<file path="src/rtl/fast_square_pkg.sv">
// Shared types and constants for the fast-square sweep controller.
// Feature macro used by the top: FAST_SQUARE_SWEEP_CONTINUOUS_EN.
package fast_square_pkg;

   localparam int CNT_W_DEF = 16;
   localparam int STEP_W    = 8;

   typedef enum logic [2:0] {
      S_IDLE,
      S_FLUSH,
      S_SETTLE,
      S_RECORD,
      S_STEP
   } sweep_state_e;

endpackage

</file>
<file path="src/rtl/fast_square_strobe_counter.sv">
// Saturating event counter with synchronous clear and a terminal-count hit flag.
// hit_o is high on the cycle the tc_i-th enabled event is seen.
module fast_square_strobe_counter #(
   parameter int CNT_W = 16
) (
   input  logic             clock,
   input  logic             reset,
   input  logic             clr_i,
   input  logic             en_i,
   input  logic [CNT_W-1:0] tc_i,
   output logic             hit_o
);

   logic [CNT_W-1:0] count_q, count_d;

   always_comb begin
      count_d = count_q;
      if (clr_i) begin
         count_d = '0;
      end else if (en_i && (count_q != '1)) begin
         count_d = count_q + CNT_W'(1);
      end
   end

   always_ff @(posedge clock or negedge reset) begin
      if (!reset) begin
         count_q <= '0;
      end else begin
         count_q <= count_d;
      end
   end

   // Widened compare so tc_i == 0 never hits and the all-ones count cannot wrap.
   assign hit_o = en_i && (({1'b0, count_q} + (CNT_W+1)'(1)) == {1'b0, tc_i});

endmodule

</file>
<file path="src/rtl/fast_square_sweep_ctrl.sv">
// Frequency-sweep sequencer for the fast-square comb/decimate chain: flush, settle, record, step.
// Define FAST_SQUARE_SWEEP_CONTINUOUS_EN for a free-running sweep that restarts after the last step.
module fast_square_sweep_ctrl
   import fast_square_pkg::*;
#(
   parameter int NUM_STEPS      = 32,
   parameter int FLUSH_CYCLES   = 4,
   parameter int SETTLE_STROBES = 202,
   parameter int RECORD_STROBES = 64,
   parameter int CNT_W          = CNT_W_DEF
) (
   input  logic              clock,
   input  logic              reset,
   input  logic              start,
   input  logic              abort,
   input  logic              strobe_in,
   output logic              dsp_reset_out,
   output logic              record_out,
   output logic              freq_step_out,
   output logic [STEP_W-1:0] step_idx,
   output logic              busy,
   output logic              done
);

   localparam logic [STEP_W-1:0] LAST_STEP = STEP_W'(NUM_STEPS - 1);

   sweep_state_e      state_q, state_d;
   logic [STEP_W-1:0] step_q, step_d;
   logic              done_q, done_d;
   logic              dsp_q, rec_q, fstep_q, busy_q;
   logic              cnt_clr, cnt_en, cnt_hit;
   logic [CNT_W-1:0]  cnt_tc;

   // One counter serves all timed states: clock cycles in FLUSH, strobes in SETTLE/RECORD.
   always_comb begin
      cnt_en = 1'b0;
      cnt_tc = CNT_W'(RECORD_STROBES);
      case (state_q)
         S_FLUSH: begin
            cnt_en = 1'b1;
            cnt_tc = CNT_W'(FLUSH_CYCLES);
         end
         S_SETTLE: begin
            cnt_en = strobe_in;
            cnt_tc = CNT_W'(SETTLE_STROBES);
         end
         S_RECORD: begin
            cnt_en = strobe_in;
            cnt_tc = CNT_W'(RECORD_STROBES);
         end
         default: ;
      endcase
   end

   assign cnt_clr = (state_d != state_q);

   fast_square_strobe_counter #(
      .CNT_W (CNT_W)
   ) u_counter (
      .clock (clock),
      .reset (reset),
      .clr_i (cnt_clr),
      .en_i  (cnt_en),
      .tc_i  (cnt_tc),
      .hit_o (cnt_hit)
   );

   always_comb begin
      state_d = state_q;
      step_d  = step_q;
      done_d  = 1'b0;
      case (state_q)
         S_IDLE: begin
            if (start) begin
               state_d = S_FLUSH;
               step_d  = '0;
            end
         end
         S_FLUSH: begin
            if (cnt_hit) state_d = S_SETTLE;
         end
         S_SETTLE: begin
            if ((SETTLE_STROBES == 0) || cnt_hit) state_d = S_RECORD;
         end
         S_RECORD: begin
            if (cnt_hit) state_d = S_STEP;
         end
         S_STEP: begin
            if (step_q == LAST_STEP) begin
               done_d = 1'b1;
`ifdef FAST_SQUARE_SWEEP_CONTINUOUS_EN
               state_d = S_FLUSH;
               step_d  = '0;
`else
               state_d = S_IDLE;
`endif
            end else begin
               state_d = S_FLUSH;
               step_d  = step_q + STEP_W'(1);
            end
         end
         default: state_d = S_IDLE;
      endcase
      // Abort overrides everything, including a simultaneous start or sweep completion.
      if (abort) begin
         state_d = S_IDLE;
         step_d  = step_q;
         done_d  = 1'b0;
      end
   end

   always_ff @(posedge clock or negedge reset) begin
      if (!reset) begin
         state_q <= S_IDLE;
         step_q  <= '0;
         done_q  <= 1'b0;
         dsp_q   <= 1'b0;
         rec_q   <= 1'b0;
         fstep_q <= 1'b0;
         busy_q  <= 1'b0;
      end else begin
         state_q <= state_d;
         step_q  <= step_d;
         done_q  <= done_d;
         dsp_q   <= (state_d == S_FLUSH);
         rec_q   <= (state_d == S_RECORD);
         fstep_q <= (state_d == S_STEP);
         busy_q  <= (state_d != S_IDLE);
      end
   end

   assign dsp_reset_out = dsp_q;
   assign record_out    = rec_q;
   assign freq_step_out = fstep_q;
   assign step_idx      = step_q;
   assign busy          = busy_q;
   assign done          = done_q;

endmodule

</file>
<file path="config.mk">
export PLATFORM = sky130hd
export DESIGN_NAME = fast_square_sweep_ctrl
export DESIGN_NICKNAME = d
export VERILOG_FILES = /design/src/rtl/fast_square_pkg.sv /design/src/rtl/fast_square_strobe_counter.sv /design/src/rtl/fast_square_sweep_ctrl.sv
export SDC_FILE = /design/constraint.sdc
export NUM_CORES = 1
export LEC_CHECK = 0
export ABC_AREA = 1
export CAP_MARGIN = 0
export CORE_ASPECT_RATIO = 1.5
export CORE_MARGIN = 8
export CORE_UTILIZATION = 68
export CTS_CLUSTER_SIZE = 8
export DETAILED_ROUTE_END_ITERATION = 16
export DONT_BUFFER_PORTS = 1
export PLACE_DENSITY_LB_ADDON = 0.15
export SYNTH_ARGS = -nofsm -noshare
export SYNTH_HDL_FRONTEND = slang
export SYNTH_SLANG_ARGS = --single-unit
</file>
<file path="constraint.sdc">
create_clock -name clock -period 6.1 [get_ports clock]
set_clock_uncertainty 0.1 [all_clocks]
set_input_delay 0.305 -clock clock [delete_from_list [all_inputs] [get_ports clock]]
set_output_delay 0.305 -clock clock [all_outputs]
set_load 0.05 [all_outputs]
</file>
==> impl_summary.md <==
CTS
For this design, the sink count on the clock tree is 32. In this run the clock root is driven by a clkbuf_8. The post-CTS setup buffer count is 0. Counting along the longest clock path gives a buffer depth of 2. CTS built an H-tree with a depth of 2. The total clock buffers created by CTS is 5. The register clock-pin slew on the reported worst setup and hold paths is 0.06 ns. The clock tree from TritonCTS is built. The later pin in the worst-skew pair is clocked with a latency of 0.29 ns.

Job
The number of max-cap violations is 0.

Die
Row generation in the floorplan step produced 25 rows. The starting density of the core is 71.0%. In this run the count of I/O pins placed on the die edge is 18.

In this run the standard cell core region covers 3130 um^2. The die height is 86.0 um. The die width is 62.7 um. The area of the die is 5390 um^2.

Routing
The DRC violation total after the first TritonRoute iteration is 135. In the routed design, unresolved DRC markers number 0. Detailed routing inserted a total of 2,098 vias. The detail-routed net length per standard cell is 14.1 um.

The first detailed-routing pass ran for 4 iterations. The count of antenna-violating nets left after detailed routing is 0. For this block, the routed nets add up to 5.22 mm of wire. The per-cell via count in the routed design is 5.69.

Pwr
The power per cell area is 252 nW/um^2. Combinational logic is responsible for 26.6% of the overall power. The sequential share of power is 45.3%.

Of the total power, the share spent switching nets is 36.6%. For this design the static power due to leakage is 1.15 nW. The largest voltage drop on the vdd net is 0.188 mV. The internal power of the cells totals 378 uW. The share of total power dissipated in the clock network is 28.1%. In this run the power spent charging and discharging nets is 218 uW.

Critical path
The worst setup path is launched from a flip-flop. The data required time of the worst path is 6.21 ns. The setup path with the least slack is of type flip-flop to flip-flop.

The endpoint class of the critical path is a flip-flop. The critical path data arrival time is 2.92 ns. The maximum fanout along the worst path is 19.

Global routing
The first global-routing pass estimated 8.94 mm of wire. The number of antenna violations at the first check in global routing is 0. After global routing the overflow that remains totals 0. Entering global routing, the biggest net connects 33 pins.

The via count of the first global-routing pass came to 2,051. The global-route usage over all layers is 20.5%.

Yosys
Ranked by total cell area, the synthesized netlist is headed by dfrtp_1, nand2_1, nand3_1, inv_1, nor2_1. In this run the cell area of the synthesized design comes to 2220 um^2. The synthesized design contains 32 register bits. Ranked by instance count, the synthesized netlist is headed by nand2_1, inv_1, nor2_1, nand3_1, dfrtp_1. Among all flip-flop cells after synthesis, the most frequent one is dfrtp_1.

By instance count, the leading cell after synthesis is nand2_1. After technology mapping, the gate count stands at 323. The share of the Yosys chip area taken by registers is 36.1%. The synthesis warning total is 0. The net count of the mapped netlist is 330. The number of different library cells used by synthesis comes to 31. The synthesized design contains 0 enable-type register cells. The top cell type's share of synthesized area is 36.1%. For this run, asynchronously set or reset flops after synthesis account for 100%. The biggest area consumer among synthesized cells is dfrtp_1.

Each instance of the synthesized netlist takes up on average 6.88 um^2.

STA
Adding up every negative setup slack in the final design gives 0 ns. Setup repair after global routing left no endpoint under its margin. The number of slew-limit violations in the final report came to 0.

For the pin with the worst max-slew slack, the measured transition is 0.596 ns. The final worst-path cycle share is 46.1%. The final hold violation count is 0. The worst slew margin relative to its limit is 60.2%.

Setup violations remaining at the end of the flow were counted as 0. The post-layout minimum cycle time is 2.81 ns. Static timing analysis puts the maximum clock frequency at 356 MHz.

Place
Input and output buffers added on the ports amount to 0. Detailed placement finished with a half-perimeter wire length of 4.04 mm. The final estimated routing congestion in global placement is 0.939.

The total instance count after detailed placement is 358.

Final layout
For this run, the post-layout net count is 335. The repair_antennas step left the layout with diodes totalling 0. After the flow finishes, the layout carries non-filler instances totaling 369.

Of the cells placed in the final design, the portion with a size suffix greater than 1 is 12.5%. Compared with the post-synthesis result, the final layout area differs by 6.54%.

Status
The flow ran to the end, and the final reports show no timing, DRC or antenna violations.

Hold path
The class of the most critical hold timing path is input port to flip-flop.
-- placed cells by master (no fill, tap or decap), types with 2 or more instances in the layout --
cell type      count
nor2_2            13
nor4_1             2
o21ai_0           21
nand3_2            3
clkbuf_1           2
nand3_1           36
nor3_1             8
inv_1             38
nor2_4             4
inv_2              3
a21oi_1            5
dlygate4sd3_1      2
xor2_1             2
clkbuf_8           6
nand2_1           86
nand4_1            9
dfrtp_1           32
ha_1               2
nor2_1            38
nand2_2            6
-- final timing paths --
kind | from | end | slack, ns | cells after the start
worst max-delay path | u_counter.count_q[0]$_DFFE_PN0P_ | u_counter.count_q[5]$_DFFE_PN0P_ | 3.29 | 15
min in group asynchronous | reset | u_counter.count_q[0]$_DFFE_PN0P_ | 0.37 | 2
worst max register to register | u_counter.count_q[0]$_DFFE_PN0P_ | u_counter.count_q[5]$_DFFE_PN0P_ | 3.29 | 15
max in group asynchronous | reset | busy$_DFF_PN0_ | 5.35 | 2
worst min-delay path | abort | freq_step_out$_DFF_PN0_ | 0.11 | 3
worst min register to register | u_counter.count_q[15]$_DFFE_PN0P_ | u_counter.count_q[15]$_DFFE_PN0P_ | 0.54 | 2
-- power by group through the flow --
stage	Sequential [mW]	Combinational, mW	Clock (mW)
6_report	0.270	0.159	0.167
5_1_grt	0.274	0.180	0.179
4_1_cts	0.269	0.158	0.169
3_5_place_dp	0.273	0.150	0
3_3_place_gp	0.273	0.145	0
2_1_floorplan	0.262	0.130	0
-- sequential cells by signal, summed over array words and instances, names as in the netlist --
name,count
record_out,1
busy,1
freq_step_out,1
step_idx,8
done,1
state_q,3
u_counter.count_q,16
dsp_reset_out,1
-- metal layers --
layer	vias up	GRT usage, %	wire [um]
li1	1050	-	-
met1	978	21.5	2070
met2	54	37.0	2720
met3	16	4.17	272
met4	0	12.3	159
met5	-	0	0
-- kinds of logic after synthesis --
family / Yosys count / share of synthesized area [%]
buf+inv: 47 / 8.79
simple gates: 209 / 45.2
fa+ha+maj: 2 / 1.13
xor+xnor: 2 / 0.789
compound gates: 31 / 8.00
flops: 32 / 36.1
-- worst max-delay path, cell delays in order, from the launching register on --
cell	delay [ns]
dfrtp_1	0.50
ha_1	0.30
nand2_1	0.13
nor2_4	0.16
nand2_2	0.09
o21ai_4	0.33
inv_4	0.15
nand2_1	0.11
nor2_1	0.05
nand3_2	0.09
nand2_2	0.05
nand3_2	0.07
nand2_2	0.09
nand2_2	0.09
nand3_4	0.22
nor2_2	0.17
-- stage by stage --
step	hold WS [ns]	setup WS (ns)	util [%]	area [um^2]	power (mW)
detailed placement	-0.0899	3.30	71.5	2240	0.423
global route	0.120	2.99	75.6	2370	0.632
global placement	-0.0899	3.46	71.5	2240	0.418
floorplan	-0.0906	3.79	-	2220	0.391
CTS	0.110	3.29	75.6	2370	0.596
finish	0.115	3.29	75.6	2370	0.597
-- what timing repair did --
item	4_1_cts	5_1_grt
hold buffers	3	0
gates resized for setup	0	0
hold endpoints to repair	33	0
-- area by class of cell --
| type | count | area, um^2 |
|---|---|---|
| Multi-Input combinational cell | 244 | 1220 |
| Timing Repair Buffer | 3 | 40.0 |
| Tap cell | 40 | 50.0 |
| Inverter | 42 | 160 |
| Clock buffer | 8 | 90.1 |
| Sequential cell | 32 | 801 |
| Fill cell | 263 | 762 |
(Power assumes the default switching activity.)
